--- config.mk ---
export PLATFORM = sky130hd
export DESIGN_NAME = seg7_scan_driver
export DESIGN_NICKNAME = d
export VERILOG_FILES = /design/src/rtl/seg7_scan_driver_pkg.sv /design/src/rtl/seg7_hex_decoder.sv /design/src/rtl/seg7_scan_driver.sv
export SDC_FILE = /design/constraint.sdc
export NUM_CORES = 1
export LEC_CHECK = 0
export CORE_MARGIN = 1.5
export CORE_UTILIZATION = 40
export CTS_CLUSTER_SIZE = 20
export DETAILED_ROUTE_END_ITERATION = 8
export SLEW_MARGIN = 30
export SYNTH_ARGS = -nofsm -noshare
export SYNTH_HDL_FRONTEND = slang
export SYNTH_SLANG_ARGS = --single-unit
export TNS_END_PERCENT = 100
--- constraint.sdc ---
create_clock -name clkIn -period 2.4 [get_ports clkIn]
set_clock_uncertainty 0.15 [all_clocks]
set_input_delay 0.48 -clock clkIn [delete_from_list [all_inputs] [get_ports clkIn]]
set_output_delay 0.48 -clock clkIn [all_outputs]
set_load 0.02 [all_outputs]
--- src/rtl/seg7_scan_driver_pkg.sv ---
// Shared constants for the 7-segment scan driver: hex segment table, off patterns, digit count.
package seg7_scan_driver_pkg;

  localparam int NUM_DIGITS = 4;

  localparam logic [7:0] SEG_OFF = 8'hFF;
  localparam logic [3:0] AN_OFF  = 4'hF;

  // Active-low gfedcba patterns, entry 15 first so HEX7_TABLE[n] selects nibble n.
  localparam logic [15:0][6:0] HEX7_TABLE = {
    7'h0E, 7'h06, 7'h21, 7'h46, 7'h03, 7'h08, 7'h10, 7'h00,
    7'h78, 7'h02, 7'h12, 7'h19, 7'h30, 7'h24, 7'h79, 7'h40
  };

endpackage

--- src/rtl/seg7_hex_decoder.sv ---
// Combinational nibble to active-low 7-segment (gfedcba) decoder.
module seg7_hex_decoder
  import seg7_scan_driver_pkg::*;
(
  input  logic [3:0] nibble_i,
  output logic [6:0] seg_n_o
);

  assign seg_n_o = HEX7_TABLE[nibble_i];

endmodule

--- src/rtl/seg7_scan_driver.sv ---
// Four-digit multiplexed common-anode hex display driver with a frame-synchronous shadow register.
// Optional leading-zero suppression is enabled by defining SEG7_LEADING_ZERO_BLANK_EN.
module seg7_scan_driver
  import seg7_scan_driver_pkg::*;
#(
  parameter int DIV          = 50000,
  parameter int BLANK_CYCLES = 16
) (
  input  logic        clkIn,
  input  logic        resetIn,
  input  logic [15:0] portIn,
  output logic [7:0]  segOut,
  output logic [3:0]  anOut,
  output logic        frameOut
);

  localparam int CW = (DIV > 1) ? $clog2(DIV) : 1;

  logic [CW-1:0] cnt_q, cnt_d;
  logic [1:0]    idx_q, idx_d;
  logic [15:0]   shadow_q, shadow_d;
  logic          run_q;
  logic [3:0]    an_q, an_d;
  logic [7:0]    seg_q, seg_d;
  logic          frame_q, frame_d;

  logic          tick;
  logic          blank;
  logic          suppress;
  logic [3:0]    nibble;
  logic [6:0]    seg_n;

  assign tick   = (cnt_q == CW'(DIV - 1));
  assign blank  = (cnt_q < CW'(BLANK_CYCLES));
  assign nibble = shadow_q[{idx_q, 2'b00} +: 4];

`ifdef SEG7_LEADING_ZERO_BLANK_EN
  // A digit is dark when it and every more significant nibble of the shadow are zero.
  assign suppress = (idx_q != 2'd0) && ((shadow_q >> {idx_q, 2'b00}) == 16'h0000);
`else
  assign suppress = 1'b0;
`endif

  seg7_hex_decoder u_hex (
    .nibble_i (nibble),
    .seg_n_o  (seg_n)
  );

  always_comb begin
    cnt_d    = cnt_q;
    idx_d    = idx_q;
    shadow_d = shadow_q;
    an_d     = AN_OFF;
    seg_d    = SEG_OFF;
    frame_d  = run_q && (idx_q == 2'd0) && (cnt_q == '0);
    // run_q holds the scan at (0,0) for the first edge after reset release.
    if (run_q) begin
      if (tick) begin
        cnt_d = '0;
        idx_d = idx_q + 2'd1;
        if (idx_q == 2'(NUM_DIGITS - 1)) begin
          shadow_d = portIn;
        end
      end else begin
        cnt_d = cnt_q + CW'(1);
      end
      if (!blank && !suppress) begin
        an_d  = ~(4'b0001 << idx_q);
        seg_d = {1'b1, seg_n};
      end
    end
  end

  always_ff @(posedge clkIn or negedge resetIn) begin
    if (!resetIn) begin
      cnt_q    <= '0;
      idx_q    <= 2'd0;
      shadow_q <= 16'h0000;
      run_q    <= 1'b0;
      an_q     <= AN_OFF;
      seg_q    <= SEG_OFF;
      frame_q  <= 1'b0;
    end else begin
      cnt_q    <= cnt_d;
      idx_q    <= idx_d;
      shadow_q <= shadow_d;
      run_q    <= 1'b1;
      an_q     <= an_d;
      seg_q    <= seg_d;
      frame_q  <= frame_d;
    end
  end

  assign anOut    = an_q;
  assign segOut   = seg_q;
  assign frameOut = frame_q;

endmodule

; ---- Word level (Yosys, flattened, before mapping)
; Memories as Yosys holds them, arrays and structs flattened.
; Cells that the tools add are included.
; Widths: inputs -> output; s select.
[op_classes]
add_sub_neg = 2
n_lt_le_gt_ge = 2
n_eq_ne = 2
shifts = 2
n_mux = 6
n_bitwise = 1
reduce_logical = 6
[op_table]
columns = operator, count
row1 = $mux 7, 3
row2 = $add 16x1->16 const B, 1
row3 = $eq 16x16->1 const B, 1
row4 = $logic_not 16->1, 1
row5 = $lt 16x5->1 const B, 1
row6 = $mux 16, 1
row7 = $shiftx 16x5->4, 1
row8 = $mux 4, 2
row9 = $lt 4x5->1 const B, 1
row10 = $not 4->4, 1
row11 = $shl 1x2->4 const A, 1
row12 = $reduce_and 3->1, 1
row13 = $add 2x1->2 const B, 1
row14 = $eq 2x2->1 const B, 1
row15 = $logic_and 1x1->1, 2
row16 = $logic_not 2->1, 1
row17 = $reduce_and 2->1, 1
[word_totals]
ff_bits = 48
rom_bits = 112
input_bits = 18
output_inout_bits = 13
elab_cells = 29
memories = 1
[mem_list]
columns = memory, depth, width, read_ports, rd_clocked_by_memory_dff, wr, line
row1 = (name not given), 16, 7, 1, 0, 0, seg7_hex_decoder.sv:9  ; assign seg_n_o = HEX7_TABLE[nibble_i];

; ---- Depth between registers and ports, before layout
[logic_depth]
word_depth = 5
depth_mapped = 7
mapped_depth_nobuf = 6

; ---- Hierarchy
; From an unflattened synthesis, not the netlist that was laid out.
[hier_totals]
cells_unflattened = 197
hier_area_um2 = 2479.9
[by_module_without_submodules]
columns = module, n_inst, cells_each, area_each_um2, seq_area_each_um2
row1 = seg7_scan_driver, 1, 165, 2204.6, 1189.9
row2 = seg7_hex_decoder, 1, 32, 275.3, 0.0

; ---- Worst setup path before layout
; No wires, ideal clock.
[synth_timing]
path_type = flip-flop to flip-flop
from = reg idx_q[0]
to = reg seg_q[4], in the netlist segOut[4]
setup_time_ns = 0.091
arrival_time_ns = 1.726
required_ns = 2.159
setup_slack_ns = 0.433
path_stages_with_launch = 7
path_buffers = 1
synth_period_minus_slack_ns = 1.967
path_cell_list = dfrtp_1 buf_6 mux4_2 ha_1 mux2_1 o21ai_1 nand2_1
[synth_via]
elab_chain_len = 5
[synth_rtl]
columns = element, line
row1 = start: declaration, seg7_scan_driver.sv:20  ; logic [1:0] idx_q, idx_d;
row2 = start signal: assignment, seg7_scan_driver.sv:85  ; idx_q <= idx_d;
row3 = $shiftx 16x5->4, seg7_scan_driver.sv:35  ; assign nibble = shadow_q[{idx_q, 2'b00} +: 4];
row4 = $mem_v2 16x7, -
row5 = $mux 7 (not written as such), seg7_hex_decoder.sv:9
row6 = $mux 7, seg7_scan_driver.sv:67  ; if (!blank && !suppress) begin
row7 = $mux 7, seg7_scan_driver.sv:57  ; if (run_q) begin
row8 = net seg_d[4], seg7_scan_driver.sv:24  ; logic [7:0] seg_q, seg_d;
row9 = end signal: assignment, seg7_scan_driver.sv:89  ; seg_q <= seg_d;
row10 = end: declaration, seg7_scan_driver.sv:24
; The timed path passes the listed nets, and every way through them passes these cells. The select of a mux whose other input is x is not followed.
; A chain may end at the register's enable or synchronous reset.

; ---- Worst setup path in the final report
; Same ends and word-level chain as after synthesis.

==> flow_metrics.env <==
export IMPL_port_buffers=29
export IMPL_r2r_slack_ps=250
export IMPL_root_buffer="clkbuf_8"
export IMPL_place_ws_ps=235
export IMPL_worst_slew_pin_slew_ps=583
export IMPL_synth_async_reset_ratio_pct=100
export IMPL_path_max_fanout=7
export IMPL_status="finished, final reports clean"
export IMPL_ios=31
export IMPL_syn_to_final_growth_pct=20.2
export IMPL_place_inst=304
export IMPL_fin_nets=266
export IMPL_hold_path_class="in2async"
export IMPL_maxCapViolCount=0
export IMPL_p_per_area_nw_per_um2=695
export IMPL_clkSlewWorstSetupHoldPaths_ps=90
export IMPL_routabilityCongestion=0.858
export IMPL_endpoint_kind="flip-flop"
export IMPL_fin_crit_sh_pct=89.7
export IMPL_htreeDepth=2
export IMPL_leakage_uw=0.00128
export IMPL_slew_headroom_pct=61.1
export IMPL_clock_path_buffers=2
export IMPL_synth_compound_area_share_pct=5.21
export IMPL_synth_largest_area_cell="dfrtp_1"
export IMPL_rsz0062_at_grt="no"
export IMPL_max_freq_mhz=465
export IMPL_dr_first_iter_drc_count=40
export IMPL_grt_max_degree=27
export IMPL_antenna_found_initial=0
export IMPL_cts_setup_buffers=0
export IMPL_hold_viol=0
export IMPL_final_common_cell="dfrtp_1"
export IMPL_clkLatencyLatePin_ps=300
export IMPL_holdBufCountCts=0
export IMPL_vias=1585
export IMPL_antenna_left=0
export IMPL_synth_main_ff_cell="dfrtp_1"
export IMPL_synthMuxAreaShare_pct=14.0
export IMPL_synthAdderAreaFrac_pct=6.25
export IMPL_clock_sinks=47
export IMPL_synth_top_cell_area_share_pct=37.5
export IMPL_wire_per_inst_um=12.9
export IMPL_finalSetupTns_ps=0
export IMPL_fp_dieArea_um2=6480
export IMPL_period_minus_slack_ps=2150
export IMPL_drive_gt1_share_pct=15.2
export IMPL_worstReg2RegStart="idx_q[0]$_DFFE_PN0P_"
export IMPL_ys_seq_area_share_pct=49.5
export IMPL_drt_pass1_iterations=4
export IMPL_die_w_um=80.5
export IMPL_synth_xor_xnor_area_share_pct=5.47
export IMPL_synth_top_family_by_area="simple AND/OR/NAND/NOR gates"
export IMPL_grt_first_pass_wirelength_mm=6.83
export IMPL_cts_tree="yes"
export IMPL_crit_start="idx_q[0]$_DFFE_PN0P_"
export IMPL_num_antenna_cells=0
export IMPL_grt_pass1_vias=1452
export IMPL_synth_edf_count=0
export IMPL_syn_avg_cell_area_um2=11.9
export IMPL_syn_inst=202
export IMPL_worstSetupStartpointType="flip-flop"
export IMPL_drcViolationCount=0
export IMPL_r2r_cells=5
export IMPL_core_um2=5850
export IMPL_report_final_slew_viol_count=0
export IMPL_ys_types=43
export IMPL_rr_endpoint="segOut[4]$_DFF_PN1_"
export IMPL_hpwl_mm=2.98
export IMPL_ys_ff_latch=47
export IMPL_initial_core_util_pct=41.1
export IMPL_cts_made_buffers=5
export IMPL_setup_slack_ps=248
export IMPL_cts_resized=0
export IMPL_worstSetupPathType="reg2reg"
export IMPL_layout_cells_non_filler=312
export IMPL_crit_required_ps=2480
export IMPL_synth_simple_area_share_pct=15.3
export IMPL_num_rows=28
export IMPL_grt_ovfl_total=0
export IMPL_synth_warnings=0
export IMPL_final_cell_mix="dfrtp_1 (36), clkdlybuf4s50_1 (28), mux2_1 (18)"
export IMPL_setup_viol=0
export IMPL_syn_cell_area_um2=2400
export IMPL_vias_per_cell=5.08
export IMPL_crit_end="segOut[4]$_DFF_PN1_"
export IMPL_die_y_um=80.5
export IMPL_worst_ir_drop_vdd_mv=0.342
export IMPL_wirelength_mm=4.01
export IMPL_synthTopCellsByArea="dfrtp_1 (38%), dfstp_2 (12%), mux2_1 (8.4%), ha_1 (6.3%), mux4_2 (4.7%)"
export IMPL_arrival_ps=2230
export IMPL_n_fill_cell=532
export IMPL_grtUsageTotal_pct=13.7
[worst max-delay path, stage by stage (launching register included)]
cell and delay (ps):
dfrtp_1 560, mux4_2 610, ha_1 270, mux2_1 300, o21ai_1 110, nand2_1 70
[registers in the layout, indices dropped and copies added, names as in the netlist]
signal	count
shadow_q	16
idx_q	2
run_q	1
segOut	7
anOut	4
cnt_q	16
frameOut	1
[cells in the mapped netlist (all sizes together), types with 2 or more instances]
master and n:
buf 7, ha 12, mux2i 2, nand3 9
inv 9, and4 2, o21ai 6, and3 2
mux4 5, a21oi 3, or2 2, nand4 8
nor3b 2, nor4 3, nor2 13, mux2 18
o22ai 2, nand2 17, dfstp 11, and2 2
dfrtp 36, nor3 2, xnor2 8, o211ai 4
xor2 7
[routing by layer]
metal  GRT usage (%)  wire (um)  vias up
li1                -          -      779
met3            3.52        142        5
met2            19.7       1720       31
met1            19.8       2100      770
met4            4.31         49        0
met5               0          0        -
[cells by family (layout without fill, tap and decap cells)]
logic type      count (synthesis)  count (layout)
mux                            25              25
flops                          47              47
other cells                     1               2
compound gates                 19              19
xor+xnor                       15              15
buf+inv                        17              51
simple gates                   66              66
fa+ha+maj                      12              12
[worst min-delay path by stage]
stage,start,endpoint,cells past startpoint
after global placement,shadow_q[12]$_DFFE_PN0P_,shadow_q[12]$_DFFE_PN0P_,1
final,resetIn,shadow_q[9]$_DFFE_PN0P_,1
after global routing,resetIn,shadow_q[9]$_DFFE_PN0P_,1
after detailed placement,shadow_q[8]$_DFFE_PN0P_,shadow_q[8]$_DFFE_PN0P_,1
after CTS,resetIn,shadow_q[9]$_DFFE_PN0P_,1
after floorplan,resetIn,cnt_q[0]$_DFFE_PN0P_,0
[area by class of cell]
cell class / instances / area [um2] / area share [%]
clock buffers: 5 / 68.8 / 2.38
clock inverters: 3 / 47.5 / 1.65
flip-flops and latches: 47 / 1190 / 41.2
inverters: 9 / 33.8 / 1.17
well taps: 75 / 93.8 / 3.25
multi-input cells: 139 / 1120 / 38.7
repair buffers: 34 / 335 / 11.6
[stage by stage]
step,hold slack [ps],instance area (um2),power [uW],utilization (%)
final,12.2,2890,2000,49.3
after global routing,36.7,2890,2120,49.3
after CTS,19.2,2890,2030,49.3
after detailed placement,326,2770,1430,47.3
after global placement,318,2770,1430,47.3
after floorplan,34.4,2410,1250,-
[where the power goes]
group	internal, uW	switching [uW]
Combinational	199	207
Clock	316	280
Sequential	914	89.2
Total	1430	577
(Power assumes the default switching activity.)
